**config.mk**
```make
export PLATFORM = sky130hd
export DESIGN_NAME = my_seq_alu
export DESIGN_NICKNAME = d
export VERILOG_FILES = /design/src/rtl/my_seq_alu.sv
export SDC_FILE = /design/constraint.sdc
export NUM_CORES = 1
export LEC_CHECK = 0
export CELL_PAD_IN_SITES_DETAIL_PLACEMENT = 1
export CELL_PAD_IN_SITES_GLOBAL_PLACEMENT = 1
export CORE_UTILIZATION = 45
export CTS_BUF_LIST = sky130_fd_sc_hd__clkbuf_16
export DETAILED_ROUTE_END_ITERATION = 7
export PLACE_DENSITY = 0.95
export SYNTH_ARGS = -nofsm -noshare
export SYNTH_HDL_FRONTEND = slang
export SYNTH_SLANG_ARGS = --single-unit
```
**constraint.sdc**
```tcl
create_clock -name CLK -period 3.8 [get_ports CLK]
set_clock_uncertainty 0.05 [all_clocks]
set_input_delay 0.38 -clock CLK [delete_from_list [all_inputs] [get_ports CLK]]
set_output_delay 0.38 -clock CLK [all_outputs]
set_load 0.01 [all_outputs]
```
**src/rtl/my_seq_alu.sv**
```systemverilog
// Sequential ALU: single-cycle add/sub/constant ops, WIDTH-cycle unsigned shift-add multiply.
// Latency: arithmetic result 1 cycle after accept; multiply result WIDTH cycles after accept.
// Backpressure: START is ignored while BUSY=1; a DONE cycle with BUSY=0 accepts a new START.
//
// Ports:
//   CLK, RESETN         clock (rising edge) and asynchronous active-low reset
//   START, OP, A, B     request strobe, opcode {mode, ysel[1:0], cin}, operands
//   R, RH               result low / high half (RH is 0 after arithmetic ops)
//   Z, V, C4            zero, signed overflow, carry flags
//   BUSY, DONE          multiply in progress / one-cycle result-valid pulse
module my_seq_alu #(
    parameter int WIDTH = 8
) (
    input  logic             CLK,
    input  logic             RESETN,
    input  logic             START,
    input  logic [3:0]       OP,
    input  logic [WIDTH-1:0] A,
    input  logic [WIDTH-1:0] B,
    output logic [WIDTH-1:0] R,
    output logic [WIDTH-1:0] RH,
    output logic             Z,
    output logic             V,
    output logic             C4,
    output logic             BUSY,
    output logic             DONE
);

    localparam int CW = $clog2(WIDTH + 1);

    typedef enum logic [1:0] {
        IDLE = 2'd0,
        MUL  = 2'd1,
        FIN  = 2'd2
    } state_t;

    state_t           state, state_nxt;
    logic [CW-1:0]    cnt;
    logic [WIDTH-1:0] mcand;
    logic [WIDTH-1:0] acc_hi;
    logic [WIDTH-1:0] acc_lo;

    logic             acc_arith;
    logic             acc_mul;
    logic             last_iter;

    // Arithmetic datapath
    logic [WIDTH-1:0] ar_y;
    logic [WIDTH:0]   ar_sum;
    logic [WIDTH-1:0] ar_low;
    logic             ar_cmsb;

    // Multiply step datapath
    logic [WIDTH:0]   mul_sum;
    logic [WIDTH-1:0] hi_nxt;
    logic [WIDTH-1:0] lo_nxt;

    // ------------------------------------------------------------------
    // FSM: state register
    // ------------------------------------------------------------------
    always_ff @(posedge CLK or negedge RESETN) begin
        if (!RESETN) begin
            state <= IDLE;
        end else begin
            state <= state_nxt;
        end
    end

    // ------------------------------------------------------------------
    // FSM: next state and accept decode
    // ------------------------------------------------------------------
    always_comb begin
        state_nxt = state;
        acc_arith = 1'b0;
        acc_mul   = 1'b0;
        last_iter = 1'b0;
        case (state)
            IDLE, FIN: begin
                acc_arith = START & ~OP[3];
                acc_mul   = START &  OP[3];
                state_nxt = acc_mul ? MUL : IDLE;
            end
            MUL: begin
                // Counter still holds 1 on the edge performing the final iteration.
                last_iter = (cnt == CW'(1));
                if (last_iter) begin
                    state_nxt = FIN;
                end
            end
            default: state_nxt = IDLE;
        endcase
    end

    assign BUSY = (state == MUL);

    // ------------------------------------------------------------------
    // Arithmetic: A + Y + cin, with carry into the MSB for overflow
    // ------------------------------------------------------------------
    always_comb begin
        ar_y = B;
        case (OP[2:1])
            2'b00:   ar_y = B;
            2'b01:   ar_y = ~B;
            2'b10:   ar_y = '0;
            default: ar_y = '1;
        endcase
    end

    assign ar_sum  = {1'b0, A} + {1'b0, ar_y} + (WIDTH+1)'(OP[0]);
    // Sum of the low WIDTH-1 bits; its top bit is the carry into the MSB.
    assign ar_low  = {1'b0, A[WIDTH-2:0]} + {1'b0, ar_y[WIDTH-2:0]} + WIDTH'(OP[0]);
    assign ar_cmsb = ar_low[WIDTH-1];

    // ------------------------------------------------------------------
    // Multiply: {acc_hi, acc_lo} starts as {0, B}; each step conditionally
    // adds the multiplicand to the high half and shifts the pair right.
    // After WIDTH steps the pair holds the full 2*WIDTH-bit product.
    // ------------------------------------------------------------------
    assign mul_sum = {1'b0, acc_hi} + (acc_lo[0] ? {1'b0, mcand} : {(WIDTH+1){1'b0}});
    assign hi_nxt  = mul_sum[WIDTH:1];
    assign lo_nxt  = {mul_sum[0], acc_lo[WIDTH-1:1]};

    // ------------------------------------------------------------------
    // Datapath and result registers
    // ------------------------------------------------------------------
    always_ff @(posedge CLK or negedge RESETN) begin
        if (!RESETN) begin
            R      <= '0;
            RH     <= '0;
            Z      <= 1'b0;
            V      <= 1'b0;
            C4     <= 1'b0;
            DONE   <= 1'b0;
            cnt    <= '0;
            mcand  <= '0;
            acc_hi <= '0;
            acc_lo <= '0;
        end else begin
            DONE <= 1'b0;

            if (acc_mul) begin
                mcand  <= A;
                acc_hi <= '0;
                acc_lo <= B;
                cnt    <= CW'(WIDTH);
            end else if (acc_arith) begin
                R    <= ar_sum[WIDTH-1:0];
                RH   <= '0;
                C4   <= ar_sum[WIDTH];
                V    <= ar_cmsb ^ ar_sum[WIDTH];
                Z    <= (ar_sum[WIDTH-1:0] == '0);
                DONE <= 1'b1;
            end

            if (state == MUL) begin
                acc_hi <= hi_nxt;
                acc_lo <= lo_nxt;
                cnt    <= cnt - CW'(1);
                if (last_iter) begin
                    R    <= lo_nxt;
                    RH   <= hi_nxt;
                    Z    <= ({hi_nxt, lo_nxt} == '0);
                    C4   <= (hi_nxt != '0);
                    V    <= 1'b0;
                    DONE <= 1'b1;
                end
            end
        end
    end

endmodule

```
Yosys cells after proc, flatten, opt, wreduce, memory -nomap -nowiden
Index checks and enable logic that the tools add are counted.

Equal/unequal tests: 6. Add/subtract/negate cells: 6. Multiplexer cells: 38. Bitwise logic cells: 5. Reductions and logical operators: 7.

Operators by type and width (count): $mux W8 (13); $pmux W8 S3 (1); $mux W1 (20); $add A8 B8 Y9 (2); $logic_not A16 Y1 (1); $add A9 B1 Y9 (1); $add A7 B7 Y8 (1); $add A8 B1 Y8 (1); $logic_not A8 Y1 (1); $mux W4 (2); $not A8 Y8 (1); $reduce_bool A8 Y1 (1); $eq A2 B1 Y1 const B (2); $eq A2 B2 Y1 const B (2); $eq A4 B1 Y1 const B (1); $logic_not A2 Y1 (2); $pmux W2 S2 (1); $sub A4 B1 Y4 const B (1); $and A1 B1 Y1 (2); $mux W2 (1); $ne A2 B1 Y1 const B (1); $reduce_bool A2 Y1 (1); $reduce_or A2 Y1 (1); $not A1 Y1 (1); $xor A1 B1 Y1 (1).

Word-level logic and storage cells: 73. Input port bits: 23. Output and inout port bits: 21. Register bits after elaboration: 50.

Longest topological paths before layout
Depth in word-level cells: 9. Mapped depth: 10. Depth with buffers taken out: 10.

Worst setup path before layout
Ideal clock, no wire load.

Kind: input to register. Start: input port OP[1]. End: register C4. Slack: 1.088 ns. Arrival: 2.544 ns. Stages on the path: 10. Buffers on the path: 1. Path through: clkbuf_1 > xnor2_1 > fa_1 > fa_1 > nand3_1 > a21oi_1 > a211o_1 > nor2b_1 > a22o_1 > a21o_1.

Longest elaborated chain between the ends: 8.

Ends and longest elaborated chain: start, declared (line 17) `input logic [3:0] OP,`; $eq A2 B2 Y1, or another cell as far along (line 101) `case (OP[2:1])`; $pmux W8 S3 * (line 101); $add A8 B8 Y9 * (line 109) `assign ar_sum = {1'b0, A} + {1'b0, ar_y} + (WIDTH+1)'(OP[0]);`; $add A9 B1 Y9 * (line 109); $mux W1 * (line 146) `end else if (acc_arith) begin`; $mux W1 * (line 141) `if (acc_mul) begin`; $mux W1 (line 159) `if (last_iter) begin`; $mux W1 * (line 155) `if (state == MUL) begin`; end signal, assigned (line 149) `C4 <= ar_sum[WIDTH];`; end signal, assigned (line 163) `C4 <= (hi_nxt != '0);`; end, declared (line 24) `output logic C4,`.

Mark *: on every way between the ends. The rest lies on a longest branch, timed or not. A chain may end at the register's enable or synchronous reset.

Worst setup path after layout
Start: input port OP[1]. End: register V.

Longest elaborated chain between the ends: 9.

Ends and longest elaborated chain: $eq A2 B2 Y1, or another cell as far along (line 101); $pmux W8 S3 * (line 101); $add A8 B8 Y9 / $add A7 B7 Y8 (equally long branches) (line 109, 111); $add A9 B1 Y9 / $add A8 B1 Y8 (equally long branches) (line 109, 111); $xor A1 B1 Y1 * (line 150) `V <= ar_cmsb ^ ar_sum[WIDTH];`; $mux W1 * (line 146); $mux W1 * (line 141); $mux W1 (line 159); $mux W1 * (line 155); end signal, assigned (line 150); end, declared (line 23) `output logic V,`.

Marked as above.

==> flow_summary.ini <==
[sta]
unrepaired_setup_endpoints_after_global_routing = false
worst_slew_slack_as_a_fraction_of_its_limit_pct = 46.7
final_critical_path_setup_slack_ns = 0.708
final.setup.tns_ns = 0
fmax_mhz = 323
finalSetupViolCount = 0
finalMaxSlewViolations = 0
final.min_clock_period_ns = 3.09
actual_transition_at_the_worst_max_transition_pin_ns = 0.796
timing_hold_violations_final = 0
final.period_utilization_pct = 81.4

[pwr]
maximum_vdd_drop_mv = 0.331
cellLeakagePower_nw = 1.56
pwr_density_nw_per_um2 = 737

[floorplan]
die_w_microns = 81.8
fp.coreArea_sq_um = 6030
die_footprint_sq_um = 6690
fp-row-count = 28
initial_core_util_pct = 47.6
io_pins = 44
dieHeight_microns = 81.8

[finish]
highest_count_cells_in_the_layout_ignoring_fill_and_taps = sky130_fd_sc_hd__nand2_1 (55), sky130_fd_sc_hd__dfrtp_1 (50), sky130_fd_sc_hd__clkdlybuf4s50_1 (42)
post_route_cells_drive_above_1_share_pct = 5.78
layout.cells.most_common = sky130_fd_sc_hd__nand2_1
antenna-diode-count = 0
finish.net_count = 390
syn_to_final_growth_pct = 22.2

[min_path]
hold_path_class = input pin to async pin

[cts]
clkTransAtPathRegs_ns = 0.06
tritoncts = yes
clock-sinks = 50
clkLatencyLatePin_ns = 0.29
clock_tree.root_cell = sky130_fd_sc_hd__clkbuf_16
cts_setup_buffers = 0
cts-buffers-inserted = 5
h-tree-depth = 2
cts_max_path_buffers = 2
ctsHoldBuffers = 0
cts-resized-gates = 0

[synthesis]
synth_cell_type_count = 44
synth-async-reset-ratio_pct = 100
synth_sequential_area_ratio_pct = 43.6
synthCells = 303
netlist_area_sq_um = 2870
ys_ff_latch = 50
yosysWarningCount = 0
avgSynthCellArea_sq_um = 9.46
syn-num-nets = 347
postSynth.topFlopCell = sky130_fd_sc_hd__dfrtp_1
synth-edff-count = 0

[route]
detailedRoute.firstPassIterationCount = 4
detail_route.drc_violations = 0
antenna_violating_nets_post_route = 0
first_iter_violations = 147
num_vias = 2511
average_detailed_routed_wire_length_per_instance_microns = 20.3
wl_mm = 8.55
via_cell_ratio = 5.96

[global_route]
grt.total_usage_pct = 28.2
pin_count_of_the_biggest_net_entering_global_routing = 51
overflow = 0
antenna_found_initial = 0
grt_pass1_wl_mm = 13.6
first_global_vias = 2697

[run_status]
result_of_the_run = finished, final reports clean

[setup_path]
criticalPathCategory = input pin to register
worst-path-max-fanout = 8
worst_r2r_path_depth = 10
cp.arrival_ns = 3.24
critPathRequiredTime_ns = 3.95
worst_setup_path_end_kind = register
startpoint_class = input pin

[placed_design]
number_of_port_buffers = 43
globalplace.congestion = 0.830
place_ws_ns = 0.534
place.detailed.hpwl_mm = 5.99

[run]
drv.max_cap_violation_count = 0
## final timing paths
check | startpoint | end | slack, ns
min | RESETN | mcand[6] | 0.12
max in group asynchronous | RESETN | cnt[2] | 3.11
max reg2reg | state[0] | R[4] | 0.97
min reg2reg | mcand[4] | mcand[4] | 0.43
min in group CLK | mcand[4] | mcand[4] | 0.43
max | OP[1] | V | 0.71
## power breakdown
part | leakage (nW) | internal, mW | switching, mW
sequential | 0.636 | 0.760 | 0.188
clock | 0.0723 | 0.236 | 0.189
combinational | 0.857 | 0.520 | 0.688
## layer usage
metal  global-route usage (%)  up-vias  share of wire (%)
li1                         -     1142                  -
met1                     34.9     1256                 42
met2                     48.1       89                 51
met3                     4.78       24                4.2
met4                     12.6        0                2.7
met5                        0        -                  0
## area by class of cell
type | instances | area, sq um
Fill cell | 699 | 2520
Clock inverter | 2 | 7.51
Timing Repair Buffer | 46 | 448
Inverter | 8 | 30.0
Tap cell | 75 | 93.8
Multi-Input combinational cell | 235 | 1550
Clock buffer | 5 | 125
Sequential cell | 50 | 1250
## Yosys cell counts (2+ instances only)
master	n	area share (%)
sky130_fd_sc_hd__fa_1	3	2.1
sky130_fd_sc_hd__nand2b_1	11	2.4
sky130_fd_sc_hd__ha_1	18	7.9
sky130_fd_sc_hd__nand3_1	23	4.0
sky130_fd_sc_hd__nor3_1	2	0.35
sky130_fd_sc_hd__xnor2_1	14	4.3
sky130_fd_sc_hd__nand3b_1	3	0.79
sky130_fd_sc_hd__or2_2	2	0.44
sky130_fd_sc_hd__a31oi_1	2	0.44
sky130_fd_sc_hd__xor2_1	5	1.5
sky130_fd_sc_hd__and2_1	7	1.5
sky130_fd_sc_hd__clkbuf_1	10	1.3
sky130_fd_sc_hd__a22oi_1	14	3.7
sky130_fd_sc_hd__nor2_1	7	0.92
sky130_fd_sc_hd__nand2_1	55	7.2
sky130_fd_sc_hd__o211ai_1	3	0.79
sky130_fd_sc_hd__or3_1	3	0.65
sky130_fd_sc_hd__o21ai_0	27	4.7
sky130_fd_sc_hd__a211oi_1	3	0.79
sky130_fd_sc_hd__dfrtp_1	50	44
sky130_fd_sc_hd__inv_1	7	0.92
sky130_fd_sc_hd__nor3b_1	2	0.52
sky130_fd_sc_hd__a21oi_1	8	1.4
sky130_fd_sc_hd__o22ai_1	3	0.65
sky130_fd_sc_hd__nor2b_1	2	0.44
## critical path: stages
cell	delay, ns
sky130_fd_sc_hd__clkdlybuf4s50_1	0.74
sky130_fd_sc_hd__xnor2_1	0.17
sky130_fd_sc_hd__fa_1	0.45
sky130_fd_sc_hd__fa_1	0.43
sky130_fd_sc_hd__nand3_1	0.12
sky130_fd_sc_hd__a21oi_1	0.11
sky130_fd_sc_hd__a211o_1	0.29
sky130_fd_sc_hd__nor2b_1	0.17
sky130_fd_sc_hd__xor2_1	0.19
sky130_fd_sc_hd__o21ai_0	0.19
## per-stage QoR
stage                     area [sq um]  hold WS, ns  cells  util [%]  total power [mW]
after floorplan                   2870       0.0344    303         -              1.62
after global placement            3370        0.402    414      55.9              2.02
after detailed placement          3370        0.416    414      55.9              2.11
after CTS                         3500        0.173    421      58.1              2.57
after global routing              3500        0.203    421      58.1              2.74
final                             3500        0.120    421      58.1              2.58
## state kept, by name, summed over array words and instances, names as in the netlist
register / flops
Z: 1
acc_lo: 8
mcand: 8
state: 2
cnt: 4
DONE: 1
V: 1
acc_hi: 8
RH: 8
C4: 1
R: 8
## cell families (layout without fill, tap and decap cells)
logic type / Yosys count / in the layout / synth area share [%]
compound gates: 68 / 68 / 15.6
xor+xnor: 20 / 20 / 6.37
fa+ha+maj: 21 / 21 / 9.95
buf+inv: 18 / 61 / 2.36
flops: 50 / 50 / 43.6
simple gates: 126 / 126 / 22.1
Note: power is estimated with default switching activity, not from simulation.
